## config.mk

```make
export PLATFORM = sky130hd
export DESIGN_NAME = int_vector_ctrl_flat
export DESIGN_NICKNAME = d
export VERILOG_FILES = /design/src/rtl/int_vector_ctrl_if.sv /design/src/rtl/int_vector_ctrl.sv /design/src/flat_wrapper.sv
export SDC_FILE = /design/constraint.sdc
export NUM_CORES = 1
export LEC_CHECK = 0
export ABC_AREA = 1
export CORE_UTILIZATION = 45
export CTS_BUF_LIST = sky130_fd_sc_hd__clkbuf_8
export DETAILED_ROUTE_END_ITERATION = 16
export PLACE_DENSITY = 0.78
export REMOVE_ABC_BUFFERS = 1
export SYNTH_ARGS = -nofsm -noshare
export SYNTH_HDL_FRONTEND = slang
export SYNTH_SLANG_ARGS = --single-unit
```

## constraint.sdc

```tcl
create_clock -name clk -period 2.1 [get_ports clk]
set_input_delay 0.42 -clock clk [delete_from_list [all_inputs] [get_ports clk]]
set_output_delay 0.42 -clock clk [all_outputs]
set_load 0.01 [all_outputs]
```

## src/rtl/int_vector_ctrl_if.sv

```systemverilog
// Interrupt controller bus: request lines, mask access and CPU handshake.
// master is the CPU/requester side, slave is the controller.
interface int_vector_ctrl_if #(
    parameter int unsigned NUM_IRQ = 8
);
    logic [NUM_IRQ-1:0] irq_in;
    logic               mask_we;
    logic [NUM_IRQ-1:0] mask_din;
    logic [NUM_IRQ-1:0] mask_q;
    logic               int_en;
    logic               intr;
    logic               inta;
    logic [7:0]         vector;
    logic               vector_valid;
    logic               eoi;
    logic [NUM_IRQ-1:0] in_service;

    modport master (
        output irq_in, mask_we, mask_din, int_en, inta, eoi,
        input  mask_q, intr, vector, vector_valid, in_service
    );

    modport slave (
        input  irq_in, mask_we, mask_din, int_en, inta, eoi,
        output mask_q, intr, vector, vector_valid, in_service
    );
endinterface

```

## src/rtl/int_vector_ctrl.sv

```systemverilog
// Vectored interrupt controller: edge capture, masking, fixed priority with nesting,
// inta/vector handshake and eoi-driven in-service tracking.
module int_vector_ctrl #(
    parameter int unsigned NUM_IRQ   = 8,
    parameter logic [7:0]  VEC_BASE  = 8'h80,
    parameter int unsigned VEC_SHIFT = 2
) (
    input logic              clk,
    input logic              rst,
    int_vector_ctrl_if.slave bus
);
    typedef enum logic [1:0] {StIdle, StReq, StVec} state_e;

    localparam logic [NUM_IRQ-1:0] ONE      = NUM_IRQ'(1);
    localparam logic [7:0]         SPUR_VEC = VEC_BASE + (8'(NUM_IRQ) << VEC_SHIFT);

    state_e             state;
    logic [NUM_IRQ-1:0] irq_prev;
    logic [NUM_IRQ-1:0] pending;
    logic [NUM_IRQ-1:0] mask;
    logic [NUM_IRQ-1:0] in_service;
    logic [7:0]         vector;

    logic [NUM_IRQ-1:0] cand;
    logic [NUM_IRQ-1:0] edges;
    logic [NUM_IRQ-1:0] win_oh;
    logic [NUM_IRQ-1:0] ack_oh;
    logic [NUM_IRQ-1:0] eoi_oh;
    logic [3:0]         win_idx;
    logic [3:0]         svc_idx;
    logic               win_found;
    logic               svc_found;
    logic               eligible;
    logic               ack;
    logic [7:0]         win_vec;

    always_comb begin
        cand      = pending & ~mask;
        edges     = bus.irq_in & ~irq_prev;
        win_found = 1'b0;
        win_idx   = '0;
        svc_found = 1'b0;
        svc_idx   = '0;
        // Scan downward so the lowest set bit is the one left standing.
        for (int i = int'(NUM_IRQ) - 1; i >= 0; i--) begin
            if (cand[i]) begin
                win_found = 1'b1;
                win_idx   = 4'(i);
            end
            if (in_service[i]) begin
                svc_found = 1'b1;
                svc_idx   = 4'(i);
            end
        end
        eligible = win_found && (!svc_found || (win_idx < svc_idx)) && bus.int_en;
        ack      = (state == StReq) && bus.inta && eligible;
        win_oh   = cand & ~(cand - ONE);
        ack_oh   = {NUM_IRQ{ack}} & win_oh;
        eoi_oh   = {NUM_IRQ{bus.eoi}} & in_service & ~(in_service - ONE);
        win_vec  = VEC_BASE + (8'(win_idx) << VEC_SHIFT);
    end

    always_ff @(posedge clk or negedge rst) begin
        if (!rst) begin
            state      <= StIdle;
            irq_prev   <= '0;
            pending    <= '0;
            mask       <= '1;
            in_service <= '0;
            vector     <= '0;
        end else begin
            irq_prev <= bus.irq_in;
            if (bus.mask_we) begin
                mask <= bus.mask_din;
            end
            // A fresh edge beats an ack of the same line.
            pending    <= (pending & ~ack_oh) | edges;
            // eoi retires the pre-ack top level, then the new level is added.
            in_service <= (in_service & ~eoi_oh) | ack_oh;
            unique case (state)
                StIdle: begin
                    if (eligible) begin
                        state <= StReq;
                    end
                end
                StReq: begin
                    if (bus.inta) begin
                        state  <= StVec;
                        vector <= ack ? win_vec : SPUR_VEC;
                    end else if (!eligible) begin
                        state <= StIdle;
                    end
                end
                StVec: begin
                    state <= StIdle;
                end
                default: begin
                    state <= StIdle;
                end
            endcase
        end
    end

    assign bus.intr         = (state == StReq);
    assign bus.vector_valid = (state == StVec);
    assign bus.vector       = vector;
    assign bus.mask_q       = mask;
    assign bus.in_service   = in_service;
endmodule

```

## src/flat_wrapper.sv

```systemverilog
// flat-port wrapper written by rule: the top's interface ports become plain ports
module int_vector_ctrl_flat 
#(
    parameter int unsigned NUM_IRQ   = 8,
    parameter logic [7:0]  VEC_BASE  = 8'h80,
    parameter int unsigned VEC_SHIFT = 2
)
  (clk, rst, bus_irq_in, bus_mask_we, bus_mask_din, bus_int_en, bus_inta, bus_eoi, bus_mask_q, bus_intr, bus_vector, bus_vector_valid, bus_in_service);
  int_vector_ctrl_if #(.NUM_IRQ(NUM_IRQ)) bus_i ();
  input logic clk;
  input logic rst;
  input wire logic [$bits(bus_i.irq_in)-1:0] bus_irq_in;
  input wire logic [$bits(bus_i.mask_we)-1:0] bus_mask_we;
  input wire logic [$bits(bus_i.mask_din)-1:0] bus_mask_din;
  input wire logic [$bits(bus_i.int_en)-1:0] bus_int_en;
  input wire logic [$bits(bus_i.inta)-1:0] bus_inta;
  input wire logic [$bits(bus_i.eoi)-1:0] bus_eoi;
  output wire logic [$bits(bus_i.mask_q)-1:0] bus_mask_q;
  output wire logic [$bits(bus_i.intr)-1:0] bus_intr;
  output wire logic [$bits(bus_i.vector)-1:0] bus_vector;
  output wire logic [$bits(bus_i.vector_valid)-1:0] bus_vector_valid;
  output wire logic [$bits(bus_i.in_service)-1:0] bus_in_service;
  assign bus_i.irq_in = bus_irq_in;
  assign bus_i.mask_we = bus_mask_we;
  assign bus_i.mask_din = bus_mask_din;
  assign bus_i.int_en = bus_int_en;
  assign bus_i.inta = bus_inta;
  assign bus_i.eoi = bus_eoi;
  assign bus_mask_q = bus_i.mask_q;
  assign bus_intr = bus_i.intr;
  assign bus_vector = bus_i.vector;
  assign bus_vector_valid = bus_i.vector_valid;
  assign bus_in_service = bus_i.in_service;
  int_vector_ctrl #(.NUM_IRQ(NUM_IRQ), .VEC_BASE(VEC_BASE), .VEC_SHIFT(VEC_SHIFT)) u_core (.clk(clk), .rst(rst), .bus(bus_i));
endmodule
```

# After elaboration in Yosys (flattened, before gate mapping)

Index checks and enable logic that the tools add are counted.

Add/subtract/negate cells: 3
$lt $le $gt $ge: 1
Equal/unequal tests: 4
Mux-type cells: 37
Bitwise logic cells: 16
Reductions and logical operators: 9

Operator list:

| operator                                                                | count |
|---|---|
| 8-bit AND                                                               | 8 |
| 8-bit NOT                                                               | 6 |
| 4-bit 2-to-1 mux                                                        | 7 |
| 3-bit 2-to-1 mux                                                        | 9 |
| 1-bit 2-to-1 mux                                                        | 16 |
| 8-bit bitwise OR                                                        | 2 |
| 8-bit by 1-bit subtractor with 8-bit output, second input constant      | 2 |
| 8-bit by 6-bit adder with 8-bit output, first input constant            | 1 |
| 8-bit 2-to-1 mux                                                        | 1 |
| 2-bit 2-to-1 mux                                                        | 3 |
| 1-bit logical AND                                                       | 4 |
| 4-bit by 3-bit less-than comparator with 1-bit output                   | 1 |
| 2-bit one-hot mux with 2 select lines                                   | 1 |
| 2-bit AND reduction                                                     | 2 |
| 3-bit inequality test, second input constant                            | 1 |
| 2-bit by 1-bit equality test with 1-bit output, second input constant   | 1 |
| 2-bit equality test, second input constant                              | 1 |
| 2-bit zero test                                                         | 1 |
| 2-bit by 1-bit inequality test with 1-bit output, second input constant | 1 |
| 1-bit zero test                                                         | 1 |
| 1-bit logical OR                                                        | 1 |

Register bits: 42
Input port bits: 22

# Logic depth before layout (Yosys ltp)

Word-level depth: 19
Depth in mapped cells: 18
Mapped depth without buffers: 18

# Worst setup path before layout

OpenSTA, ideal clock, no wires.

Path type: reg2reg
Start point: reg u_core.mask[6], in the netlist u_core.bus.mask_q[6]
End point: reg u_core.pending[2]
Setup time: 0.117 ns
Arrival time: 1.900 ns
Slack: 0.084 ns
Stages on the path, launching flop included: 16
Path buffers: 0
Clock period less this slack: 2.016 ns
Cells stage by stage: dfstp_2 clkinv_1 nand2_1 o21ai_0 a21oi_1 nor2_1 ha_1 inv_1 o21bai_1 nand2_1 nand2_1 nand2_2 nand2_4 nand4_1 nand2_1 nand2_1

Cells in the longest elaborated chain, start to end: 18

RTL lines:

| what                                                  | line                  | text |
|---|---|---|
| from (decl)                                           | int_vector_ctrl.sv:20 | `logic [NUM_IRQ-1:0] mask;` |
| from (signal assigned)                                | int_vector_ctrl.sv:74 | `mask <= bus.mask_din;` |
| 8-bit NOT *                                           | int_vector_ctrl.sv:38 | `cand = pending & ~mask;` |
| 8-bit AND *                                           | int_vector_ctrl.sv:38 |  |
| 4-bit 2-to-1 mux (7 in a row)                         | int_vector_ctrl.sv:46 | `if (cand[i]) begin` |
| 4-bit by 3-bit less-than comparator with 1-bit output | int_vector_ctrl.sv:55 | `eligible = win_found && (!svc_found \|\| (win_idx < svc_idx)) && bus.int_en;` |
| 1-bit logical OR                                      | int_vector_ctrl.sv:55 |  |
| 1-bit logical AND * (2 in a row)                      | int_vector_ctrl.sv:55 |  |
| 1-bit logical AND *                                   | int_vector_ctrl.sv:56 | `ack = (state == StReq) && bus.inta && eligible;` |
| 8-bit AND *                                           | int_vector_ctrl.sv:58 | `ack_oh = {NUM_IRQ{ack}} & win_oh;` |
| 8-bit NOT *                                           | int_vector_ctrl.sv:77 | `pending <= (pending & ~ack_oh) \| edges;` |
| 8-bit AND *                                           | int_vector_ctrl.sv:77 |  |
| 8-bit bitwise OR *                                    | int_vector_ctrl.sv:77 |  |
| to (signal assigned)                                  | int_vector_ctrl.sv:77 |  |
| to (decl)                                             | int_vector_ctrl.sv:19 | `logic [NUM_IRQ-1:0] pending;` |

Every way passes the cells marked *; elsewhere a longest branch is shown, timed or not.
A chain may end at the register's enable or synchronous reset.

# Final worst setup path

Start point: reg u_core.mask[6], in the netlist u_core.bus.mask_q[6]
End point: reg u_core.in_service[4], in the netlist u_core.bus.in_service[4]

Cells in the longest elaborated chain, start to end: 16

RTL lines:

| what                                                  | line                  | text |
|---|---|---|
| 8-bit NOT *                                           | int_vector_ctrl.sv:38 |  |
| 8-bit AND *                                           | int_vector_ctrl.sv:38 |  |
| 4-bit 2-to-1 mux (7 in a row)                         | int_vector_ctrl.sv:46 |  |
| 4-bit by 3-bit less-than comparator with 1-bit output | int_vector_ctrl.sv:55 |  |
| 1-bit logical OR                                      | int_vector_ctrl.sv:55 |  |
| 1-bit logical AND * (2 in a row)                      | int_vector_ctrl.sv:55 |  |
| 1-bit logical AND *                                   | int_vector_ctrl.sv:56 |  |
| 8-bit AND *                                           | int_vector_ctrl.sv:58 |  |
| 8-bit bitwise OR *                                    | int_vector_ctrl.sv:79 | `in_service <= (in_service & ~eoi_oh) \| ack_oh;` |
| to (signal assigned)                                  | int_vector_ctrl.sv:79 |  |
| to (decl)                                             | int_vector_ctrl.sv:21 | `logic [NUM_IRQ-1:0] in_service;` |

Marks and branches as above.

==> summary.md <==
| Metric | Value |
|---|---|
| Outcome | `finished, final reports clean` |
| HPWL after DPL | `2783 um` |
| Util after Layout | `0.7007` |
| Row cnt | `22` |
| Drt via density | `approximately 4.8` |
| Core Area | `~0.0038 mm2` |
| Number of synthesized flops with an enable pin | `0` |
| Hold Crit Class | `in2async` |
| Top area cells in the synthesized netlist | `dfrtp_1 42%, nand2_1 16%, dfstp_2 11%, inv_1 7.2%, nor2_1 5.1%` |
| Worst Path Required | `2.33 ns` |
| Largest area contributor in the netlist | `dfrtp_1` |
| GR Util All Layers | `0.2079` |
| Crit Path Max Fanout | `5` |
| First-pass GRT wire length | `6817 um` |
| Cts bufs inserted | `5` |
| Mapped cell area | `0.001834 mm2` |
| Maxcap violations | `0` |
| Via count | `roughly 1600` |
| Synth Register Bits | `39` |
| Clock Root Buffer | `clkbuf_8` |
| Fin. max-slew vios | `0` |
| Synth warn | `0` |
| WP data arrival | `approximately 2.3 ns` |
| Die area | `0.004336 mm2` |
| Ys async rst share | `1.000` |
| Compound-Gate Fraction of Synth Area | `0.05662` |
| Die Y | `between 60 and 70 um` |
| Crit share post-route | `0.9948` |
| RSZ-0062 raised after global routing | `yes` |
| Worst-case reg-to-reg path depth | `15` |
| Post-Synthesis Cells | `226` |
| Pre-Repair DR Iteration Count | `4` |
| Largest family of logic cells by synthesized area | `simple AND/OR/NAND/NOR gates` |
| Multiplexer area fraction after synthesis | `0.01228` |
| XOR/XNOR share of the synthesized area | `0` |
| Tmin final | `2.089 ns` |
| Die Width | `approximately 66 um` |
| Largest net degree at the start of global routing | `40` |
| I/O pin cnt | `48` |
| Max VDD drop | `0.5591 mV` |
| Hold slack | `0.1634 ns` |
| H-tree depth | `2` |
| Clock transition time at the flip-flop clock pins of the worst setup and hold paths | `0.07 ns` |
| Final setup viols | `0` |
| First DRT Iteration DRCs | `50` |
| Startpoint types | `flip-flop` |
| Clock Path Buffers | `2` |
| Initial antenna violation count | `0` |
| Post-synth top flop | `dfrtp_1` |
| Synth unique cells | `24` |
| Post-synth top area share | `0.4229` |
| Simple-gate area share of the yosys netlist | `0.2769` |
| Final wirelength | `roughly 4000 um` |
| Hold Fails Final Rpt | `0` |
| Cts hold-fix bufs | `0` |
| Post-Synth Adder-Cell Area | `0.02046` |
| Final global-route overflow total | `0` |
| Area Overhead vs Synth | `44.07%` |
| DR WL/cell | `11.77 um` |
| DRC errors left | `0` |
| Max Freq | `478.7 MHz` |
| Port-buffer cells | `44` |
| Pwr Density | `slightly above 800 mW/mm2` |
| Clk sinks | `39` |
| Finished Cell Area | `0.002643 mm2` |
| Final ANT Viol Nets | `0` |
| Total Nets Final | `roughly 320` |
| Initial core utilization | `0.4864` |
| Clk Latency, worst-skew pair | `0.29 ns` |
| Leakage | `roughly 1.3 nW` |
| Area post-placement | `0.002375 mm2` |
| Sequential-to-total area share from yosys stat | `0.5375` |
| Crit Path Class | `reg2reg` |
| Syn_area_per_cell | `8.116 um2` |
| Share of cells above drive strength 1 | `0.2424` |
| Vias in the first global route | `1563` |
| Critical Path Sink Type | `flip-flop` |
| CTS tree | `built` |
| Inserted Diodes | `0` |
| RePlAce Congestion | `0.8175` |
| Clock Skew | `0.005253 ns` |
-- cell usage after synthesis, types with 2 or more instances --
cell and instances:
o31ai_1 2, nand2_2 3, dfrtp_1 31, nand2_1 76
ha_1 3, clkinv_1 2, mux2_2 2, inv_1 35
buf_4 3, nand2_4 2, clkbuf_1 2, o21ai_0 13
dfstp_2 8, nand4_1 8, nand3_1 3, nor2_1 25
-- stage by stage --
stage	power, mW	setup TNS, ns	setup WS, ns	instances
4_1_cts	2.171	0	0.001162	339
6_report	2.197	0	0.01083	345
3_5_place_dp	1.500	-0.2076	-0.07192	324
5_1_grt	2.323	-2.227	-0.1790	345
3_3_place_gp	1.485	-0.008334	-0.008334	324
2_1_floorplan	1.226	0	0.07264	223
-- layer usage --
metal  vias up  global-route usage  share of wire
met1       777              0.2708           0.45
li1        825                   -              -
met2        38              0.3380           0.50
met5         -                   0              0
met4         0             0.05978          0.014
met3         7             0.05517          0.039
-- cell type report --
cell class / count / area, um2
Fill cell: 312 / 1129
Sequential cell: 39 / 987.2
Multi-Input combinational cell: 147 / 737.0
Timing Repair Buffer: 65 / 593.1
Inverter: 38 / 147.6
Clock buffer: 6 / 82.58
Tap cell: 48 / 60.06
Clock inverter: 2 / 35.03
-- cell usage in the layout, fill, tap and decap left out, drive strengths merged, types with 2 or more instances in the layout --
cell | netlist | routed
o31ai | 2 | 2
nand2 | 81 | 82
dfrtp | 31 | 31
buf | 3 | 22
o21ai | 13 | 13
dfstp | 8 | 8
ha | 3 | 3
nand4 | 8 | 8
nor2 | 26 | 26
conb | 1 | 3
clkdlybuf4s50 | 0 | 43
nand3 | 3 | 3
mux2 | 2 | 2
inv | 36 | 38
clkbuf | 2 | 6
-- logic make-up (layout without fill, tap and decap cells) --
| logic type | count (synthesis) | after routing |
|---|---|---|
| compound gates | 18 | 18 |
| fa+ha+maj | 3 | 3 |
| buf+inv | 43 | 111 |
| flops | 39 | 39 |
| mux | 2 | 2 |
| other cells | 1 | 3 |
| simple gates | 120 | 121 |
-- power by group --
group	total [mW]	internal, mW	leakage, nW	switching (mW)
Combinational	0.658	0.306	0.840	0.352
Clock	0.643	0.384	0.0612	0.259
Sequential	0.896	0.842	0.444	0.0537
Total	2.20	1.53	1.35	0.664
-- critical path, cell delays in order (launching register included) --
cell	delay (ns)
dfstp_2	0.56
inv_4	0.04
nand2_2	0.06
o21ai_2	0.06
a21oi_2	0.16
nor2_2	0.06
ha_1	0.29
inv_1	0.06
o21bai_1	0.10
nand2_1	0.06
nand2_1	0.07
nand2_2	0.08
nand2_4	0.10
nand4_1	0.13
buf_4	0.18
nand2_2	0.04
-- what timing repair did --
item                                    4_1_cts  5_1_grt
gates cloned                                  1        0
gates resized for setup                       7       21
endpoints found under the setup margin       15       21
buffers inserted                              6        6
pin swaps                                     9       13
-- path summary, 6_finish.rpt --
kind,from,end,slack [ns]
max in group asynchronous,rst,u_core.bus.in_service[4],1.57
hold reg to reg,u_core.irq_prev[0],u_core.pending[0],0.47
hold / removal,rst,u_core.irq_prev[6],0.16
setup reg to reg,u_core.bus.mask_q[6],u_core.bus.in_service[4],0.01
setup / recovery,u_core.bus.mask_q[6],u_core.bus.in_service[4],0.01
min in group clk,u_core.irq_prev[0],u_core.pending[0],0.47
-- sequential cells by signal (all words and copies together) (netlist names) --
name and cells:
u_core.bus.mask_q 8, u_core.pending 8, u_core.state 2, u_core.bus.vector 5, u_core.bus.in_service 8, u_core.irq_prev 8
No activity file was read; power rests on OpenSTA's default activity.
